$ cat src/rtl/cpc_mem_pkg.sv
// Shared types for the CPC memory mapper: address field widths, boot FSM states
// and the CPC RAM banking table.
package cpc_mem_pkg;

  localparam int PAGE_W   = 7;
  localparam int OFFSET_W = 14;
  localparam int SRAM_AW  = PAGE_W + OFFSET_W;

  typedef enum logic [2:0] {
    BOOT_IDLE,
    BOOT_B0,
    BOOT_B1,
    BOOT_B2,
    BOOT_B3,
    BOOT_ACK,
    BOOT_DONE
  } boot_state_t;

  // Maps a 16 KB CPU quarter to a logical RAM bank (RAM_0..RAM_7) for a given cfg.
  function automatic logic [2:0] cpc_ram_bank(input logic [2:0] cfg, input logic [1:0] q);
    logic [2:0] k;
    k = {1'b0, q};
    case (cfg)
      3'd0: k = {1'b0, q};
      3'd1: if (q == 2'd3) k = 3'd7;
      3'd2: k = {1'b1, q};
      3'd3: begin
        if (q == 2'd1) k = 3'd3;
        if (q == 2'd3) k = 3'd7;
      end
      default: if (q == 2'd1) k = cfg;
    endcase
    return k;
  endfunction

endpackage

$ cat src/rtl/cpc_boot_writer.sv
// Boot loader: accepts 32-bit host words and writes them MSB-first into SRAM
// starting at BOOT_BASE until BOOT_BYTES bytes have been written.
module cpc_boot_writer
  import cpc_mem_pkg::*;
#(
  parameter logic [SRAM_AW-1:0] BOOT_BASE  = 21'h100000,
  parameter logic [SRAM_AW-1:0] BOOT_BYTES = 21'h14000
) (
  input  logic               clk,
  input  logic               reset,
  input  logic [31:0]        host_bootdata,
  input  logic               host_bootdata_req,
  output logic               host_bootdata_ack,
  output logic               boot_we_n,
  output logic [SRAM_AW-1:0] boot_addr,
  output logic [7:0]         boot_dout,
  output boot_state_t        state
);

  // Handshake: req is a level; a word is taken in IDLE only if req has been
  // observed low since the previous ACK, and ack pulses for exactly one cycle.
  boot_state_t        state_d;
  logic [SRAM_AW-1:0] count_q;
  logic [31:0]        word_q;
  logic               armed_q;
  logic               load;

  always_ff @(posedge clk) begin
    if (reset) begin
      state   <= BOOT_IDLE;
      count_q <= '0;
      word_q  <= '0;
      armed_q <= 1'b1;
    end else begin
      state <= state_d;
      if (load) word_q <= host_bootdata;
      if (!boot_we_n) count_q <= count_q + 1'b1;
      if (!host_bootdata_req) armed_q <= 1'b1;
      else if (state == BOOT_ACK) armed_q <= 1'b0;
    end
  end

  always_comb begin
    state_d           = state;
    load              = 1'b0;
    host_bootdata_ack = 1'b0;
    boot_we_n         = 1'b1;
    boot_dout         = 8'h00;
    boot_addr         = '0;
    case (state)
      BOOT_IDLE: begin
        if (host_bootdata_req && armed_q) begin
          load    = 1'b1;
          state_d = BOOT_B0;
        end
      end
      BOOT_B0: begin
        boot_we_n = 1'b0;
        boot_dout = word_q[31:24];
        state_d   = BOOT_B1;
      end
      BOOT_B1: begin
        boot_we_n = 1'b0;
        boot_dout = word_q[23:16];
        state_d   = BOOT_B2;
      end
      BOOT_B2: begin
        boot_we_n = 1'b0;
        boot_dout = word_q[15:8];
        state_d   = BOOT_B3;
      end
      BOOT_B3: begin
        boot_we_n = 1'b0;
        boot_dout = word_q[7:0];
        state_d   = BOOT_ACK;
      end
      BOOT_ACK: begin
        host_bootdata_ack = 1'b1;
        state_d = (count_q == BOOT_BYTES) ? BOOT_DONE : BOOT_IDLE;
      end
      BOOT_DONE: state_d = BOOT_DONE;
      default:   state_d = BOOT_IDLE;
    endcase
    if (!boot_we_n) boot_addr = BOOT_BASE + count_q;
  end

endmodule

$ cat src/rtl/cpc_memory_mapper.sv
// Amstrad CPC memory mapper with upper-ROM slot selection and integrated boot loader.
// Define CPC_RAM_EXPANSION_EN to honour the exp bits (up to 576 KB); otherwise 128 KB.
module cpc_memory_mapper
  import cpc_mem_pkg::*;
#(
  parameter int                 ROM_BASE_PAGE  = 64,
  parameter int                 LOWER_ROM_PAGE = 80,
  parameter logic [15:0]        ROM_SLOT_MASK  = 16'h0081,
  parameter logic [SRAM_AW-1:0] BOOT_BASE      = 21'h100000,
  parameter logic [SRAM_AW-1:0] BOOT_BYTES     = 21'h14000
) (
  input  logic               clk,
  input  logic               reset,
  input  logic [15:0]        cpu_addr,
  input  logic               iorq_n,
  input  logic               rd_n,
  input  logic               wr_n,
  input  logic [7:0]         data_from_cpu,
  input  logic [15:0]        vram_addr,
  input  logic               cpu_n,
  input  logic               romen_n,
  input  logic               ramrd_n,
  input  logic               ras_n,
  input  logic               cas_n,
  input  logic               mwe_n,
  input  logic               ready,
  output logic [7:0]         data_to_cpu,
  output logic               memory_oe_n,
  output logic [SRAM_AW-1:0] sram_addr,
  output logic [7:0]         sram_dout,
  input  logic [7:0]         sram_din,
  output logic               sram_we_n,
  input  logic [31:0]        host_bootdata,
  input  logic               host_bootdata_req,
  output logic               host_bootdata_ack,
  output logic               rom_initialised
);

  logic [2:0]          cfg_q;
  logic [2:0]          exp_sel;
  logic [7:0]          rom_bank_q;
  logic [3:0]          eff_slot;
  logic [2:0]          ram_k;
  logic [PAGE_W-1:0]   page_d;
  logic [OFFSET_W-1:0] offset_d;
  logic                is_rom_d;
  logic [SRAM_AW-1:0]  addr_q;
  logic                rom_q;
  logic [7:0]          rd_latch;
  logic                cfg_wr;
  logic                unused_rd;
  boot_state_t         boot_state;
  logic                boot_we_n;
  logic [SRAM_AW-1:0]  boot_addr;
  logic [7:0]          boot_dout;

  assign unused_rd = rd_n;
  assign cfg_wr    = !iorq_n && !wr_n && !cpu_addr[15] && (data_from_cpu[7:6] == 2'b11);

  always_ff @(posedge clk) begin
    if (reset) begin
      cfg_q      <= 3'd0;
      rom_bank_q <= 8'h00;
    end else begin
      if (cfg_wr) cfg_q <= data_from_cpu[2:0];
      if (!iorq_n && !wr_n && cpu_addr[15:8] == 8'hDF) rom_bank_q <= data_from_cpu;
    end
  end

`ifdef CPC_RAM_EXPANSION_EN
  always_ff @(posedge clk) begin
    if (reset) exp_sel <= 3'd0;
    else if (cfg_wr) exp_sel <= data_from_cpu[5:3];
  end
`else
  assign exp_sel = 3'd0;
`endif

  // Unpopulated or out-of-range ROM selections fall back to slot 0 (BASIC).
  assign eff_slot = (rom_bank_q < 8'd16 && ROM_SLOT_MASK[rom_bank_q[3:0]]) ? rom_bank_q[3:0] : 4'd0;
  assign ram_k    = cpc_ram_bank(cfg_q, cpu_addr[15:14]);

  always_comb begin
    page_d   = PAGE_W'(ram_k[1:0]);
    offset_d = cpu_addr[OFFSET_W-1:0];
    is_rom_d = 1'b0;
    if (cpu_n) begin
      page_d   = PAGE_W'(vram_addr[15:14]);
      offset_d = vram_addr[OFFSET_W-1:0];
    end else if (!romen_n && cpu_addr[15:14] == 2'd0) begin
      page_d   = PAGE_W'(LOWER_ROM_PAGE);
      is_rom_d = 1'b1;
    end else if (!romen_n && cpu_addr[15:14] == 2'd3) begin
      page_d   = PAGE_W'(ROM_BASE_PAGE) + PAGE_W'(eff_slot);
      is_rom_d = 1'b1;
    end else if (ram_k[2]) begin
      page_d = (PAGE_W'(exp_sel) << 2) + PAGE_W'(4) + PAGE_W'(ram_k[1:0]);
    end
  end

  // Address and ROM flag are captured together so write protection follows the access.
  always_ff @(posedge clk) begin
    if (reset) begin
      addr_q   <= '0;
      rom_q    <= 1'b0;
      rd_latch <= 8'hFF;
    end else begin
      if (rom_initialised && !ras_n) begin
        addr_q <= {page_d, offset_d};
        rom_q  <= is_rom_d;
      end
      if (ready) rd_latch <= sram_din;
    end
  end

  cpc_boot_writer #(
    .BOOT_BASE (BOOT_BASE),
    .BOOT_BYTES(BOOT_BYTES)
  ) u_boot (
    .clk              (clk),
    .reset            (reset),
    .host_bootdata    (host_bootdata),
    .host_bootdata_req(host_bootdata_req),
    .host_bootdata_ack(host_bootdata_ack),
    .boot_we_n        (boot_we_n),
    .boot_addr        (boot_addr),
    .boot_dout        (boot_dout),
    .state            (boot_state)
  );

  assign rom_initialised = (boot_state == BOOT_DONE);
  assign sram_addr   = rom_initialised ? addr_q : boot_addr;
  assign sram_dout   = rom_initialised ? data_from_cpu : boot_dout;
  assign sram_we_n   = rom_initialised ? (ras_n | cas_n | mwe_n | rom_q) : boot_we_n;
  assign memory_oe_n = ramrd_n & romen_n;
  assign data_to_cpu = memory_oe_n ? 8'hFF : rd_latch;

endmodule

$ cat config.mk
export PLATFORM = sky130hd
export DESIGN_NAME = cpc_memory_mapper
export DESIGN_NICKNAME = d
export VERILOG_FILES = /design/src/rtl/cpc_mem_pkg.sv /design/src/rtl/cpc_boot_writer.sv /design/src/rtl/cpc_memory_mapper.sv
export SDC_FILE = /design/constraint.sdc
export NUM_CORES = 1
export LEC_CHECK = 0
export ABC_AREA = 1
export CAP_MARGIN = 30
export CORE_MARGIN = 5
export CORE_UTILIZATION = 45
export DETAILED_ROUTE_END_ITERATION = 10
export DONT_BUFFER_PORTS = 1
export GPL_TIMING_DRIVEN = 1
export PLACE_DENSITY_LB_ADDON = 0.05
export SLEW_MARGIN = 20
export SYNTH_ARGS = -nofsm -noshare
export SYNTH_HDL_FRONTEND = slang
export SYNTH_SLANG_ARGS = --single-unit
$ cat constraint.sdc
create_clock -name clk -period 3.84 [get_ports clk]
set_input_delay 0.384 -clock clk [delete_from_list [all_inputs] [get_ports clk]]
set_output_delay 0.384 -clock clk [all_outputs]
set_load 0.1 [all_outputs]
==> impl_metrics.csv <==
group,metric,value,unit
routing,vias_per_cell,5.25,
global_routing,antenna_found_initial,1,
synth,synth-edff-count,0,
min_path,hold_start,"reset",
setup_path,cp-start-kind,"flop",
setup_path,rr_startpoint,"u_boot.state[2]",
clock_network,cts_resized,0,
global_routing,grt_util_all_layers,0.199,
clock_network,clock_sinks,97,
synth,syn_nets,803,
setup_path,cp_top_family,"simple AND/OR/NAND/NOR gates",
setup_path,worstSetupPathType,"reg -> out",
clock_network,clk_latency,0.36,ns
clock_network,clkTransAtPathRegs,0.10,ns
power_and_ir_drop,p_int,0.00156,W
timing,fmax,0.368,GHz
synth,synth.largest_area_cell,"dfxtp_1",
setup_path,end_kind,"primary output",
layout,syn_to_final_growth,14.7,%
place,dp.cells,848,
setup_path,critPathSlowestCell,"nor2_8",
job,cap_violations,0,
clock_network,cts_setup_buffers,0,
synth,netlist_area,4800,um2
floorplanning,placeableCoreArea,10400,um2
routing,first_pass_iters,5,
power_and_ir_drop,power.switching,0.000811,W
timing,tightestPinTransition,0.853,ns
power_and_ir_drop,comb_power_share,0.217,
layout,drive_gt1_frac,0.142,
setup_path,cp_max_fo,35,
synth,ys_seq_elements,97,
layout,multiInputGateArea,2470,um2
power_and_ir_drop,clkPwrFrac,0.323,
floorplanning,die_area,12800,um2
timing,setup_viol,0,
timing,slew_headroom,0.431,
synth,synth.most_common_cell,"nand2_1",
global_routing,grt_pass1_vias,4277,
clock_network,cts_made_buffers,9,
place,dp.final_hpwl,9.92,mm
place,portBuffers,0,
power_and_ir_drop,sw_frac_of_total,0.342,
routing,totalWireLength,13.2,mm
global_routing,grt_max_degree,65,
global_routing,gr-total-overflow,0,
timing,final.period_utilization,0.708,
setup_path,crit_start,"u_boot.state[2]",
setup_path,critical_path_buf_inv_count,2,
timing,rsz0062_at_grt,"false",
timing,setup-tns-final,0,ns
outcome,status,"finished, final reports clean",
timing,finalCriticalPeriod,2.72,ns
synth,synth_cell_types,36,
power_and_ir_drop,p_leak,2.27,nW
synth,synth_area_leaders,"dfxtp_1 (40%), nand2_1 (12%), o21ai_0 (8.3%), inv_1 (7.3%), a21oi_1 (7.0%)",
setup_path,arrival,2.34,ns
layout,stdcell_count,866,
floorplanning,chipWidth,113,um
setup_path,crit_chain,"inv_2, nand3_1, nand2_2, nor2_8, o21ai_2, buf_4",
synth,yosys.area.top_type_share,0.404,
synth,synthCells,708,
routing,drc,0,
layout,ff_latch_area,1940,um2
floorplanning,start_util,0.463,
power_and_ir_drop,p_per_area,431,nW/um2
synth,async_flop_share,0,
synth,yosysSeqAreaShare,0.404,
layout,fillers,1063,
power_and_ir_drop,p_seq_frac,0.460,
routing,vias,4550,
synth,yosysWarnings,0,
place,place.gp.congestion,0.882,
min_path,hold_path.class,"in -> reg",
synth,synthFlopType,"dfxtp_1",
synth,ys_top_cells_by_count,"nand2_1 (159), dfxtp_1 (97), inv_1 (94)",
clock_network,cts_tree,"yes",
setup_path,crit_required,3.46,ns
layout,diodes,0,
timing,clock_skew,0.0127,ns
synth,postSynthAreaPerCell,6.78,um2
timing,hold_viol,0,
routing,postRouteAntennaNets,0,
global_routing,grt_pass1_wl,20.8,mm
clock_network,clk_path_buf_depth,2,
floorplanning,die_h,113,um
routing,wire_per_inst,15.2,um
routing,first_iter_violations,238,
layout,finalNetCount,820,
floorplanning,fp-row-count,37,
timing,slew_violations,0,
setup_path,critPathMaxStageDelay,0.53,ns
power_and_ir_drop,ir_drop,0.234,mV
clock_network,hold_buffers,0,
floorplanning,io_pins,134,
clock_network,htreeDepth,3,
clock_network,root_buffer,"clkbuf_8",
## flip-flops by register name, indices dropped and copies added, names as in the netlist, named ones only
signal / flops
rom_bank_q: 8
u_boot.word_q: 32
cfg_q: 3
u_boot.count_q: 21
rd_latch: 8
u_boot.armed_q: 1
addr_q: 20
u_boot.state: 3
## path summary, 6_finish.rpt
check,cells past startpoint,slack [ns],endpoint
worst max-delay path,6,1.12,sram_addr[13]
worst min-delay path,1,0.07,u_boot.count_q[14]
worst max register to register,8,1.73,u_boot.count_q[4]
worst min register to register,2,0.45,u_boot.word_q[17]
## per-layer routing
layer  share of wire  global-route usage  wire [um]
met5         0.00053                   0          7
met3           0.061              0.0497        802
met4           0.010              0.0449        132
met2            0.49               0.338       6410
met1            0.44               0.255       5820
## layout by cell type, fill, tap and decap left out, drive strengths merged, types with 2 or more instances in the layout
cell type  instances
nand2            163
nor3b              3
inv              101
o211ai             4
a21oi             67
ha                 2
nand4             14
clkbuf            11
o21ai             85
nand3             36
o221ai             6
o22ai              8
a31oi             15
clkinv             3
xor2               4
nor3               6
or2                8
nor2              59
dfxtp             97
bufinv             2
buf               33
## power by group through the flow
stage / Clock (W) / Combinational (W) / Sequential (W)
5_1_grt: 0.000833 / 0.000555 / 0.00110
4_1_cts: 0.000792 / 0.000515 / 0.00109
6_report: 0.000767 / 0.000514 / 0.00109
3_3_place_gp: 0 / 0.000507 / 0.00111
2_1_floorplan: 0 / 0.000412 / 0.00111
3_5_place_dp: 0 / 0.000514 / 0.00111
## layout make-up
cell class | instances | area share
multi-input combinational | 483 | 0.449
tap | 136 | 0.0309
clock inverter | 7 | 0.0202
timing repair buffer | 35 | 0.0575
clock buffer | 9 | 0.0225
inverter | 99 | 0.0675
sequential | 97 | 0.353
## stage by stage
step | total power, W | setup WS, ns | instance area (um2) | hold slack [ns] | util
4_1_cts | 0.00240 | 1.12 | 5480 | 0.0550 | 0.528
5_1_grt | 0.00249 | 0.994 | 5510 | 0.0397 | 0.531
3_3_place_gp | 0.00162 | 1.56 | 5240 | 0.433 | 0.506
6_report | 0.00237 | 1.12 | 5510 | 0.0734 | 0.531
3_5_place_dp | 0.00163 | 1.53 | 5240 | 0.435 | 0.506
2_1_floorplan | 0.00152 | 0.279 | 4800 | 0.421 | -
## cells by family after synthesis
| logic type | count (synthesis) | synth area share |
|---|---|---|
| adder cells (fa/ha/maj) | 2 | 0.00521 |
| AND/OR/NAND/NOR | 291 | 0.270 |
| XOR/XNOR | 4 | 0.00729 |
| flip-flops | 97 | 0.404 |
| AO/OA/AOI/OAI | 186 | 0.207 |
| buffers and inverters | 128 | 0.106 |
(Power assumes the default switching activity.)
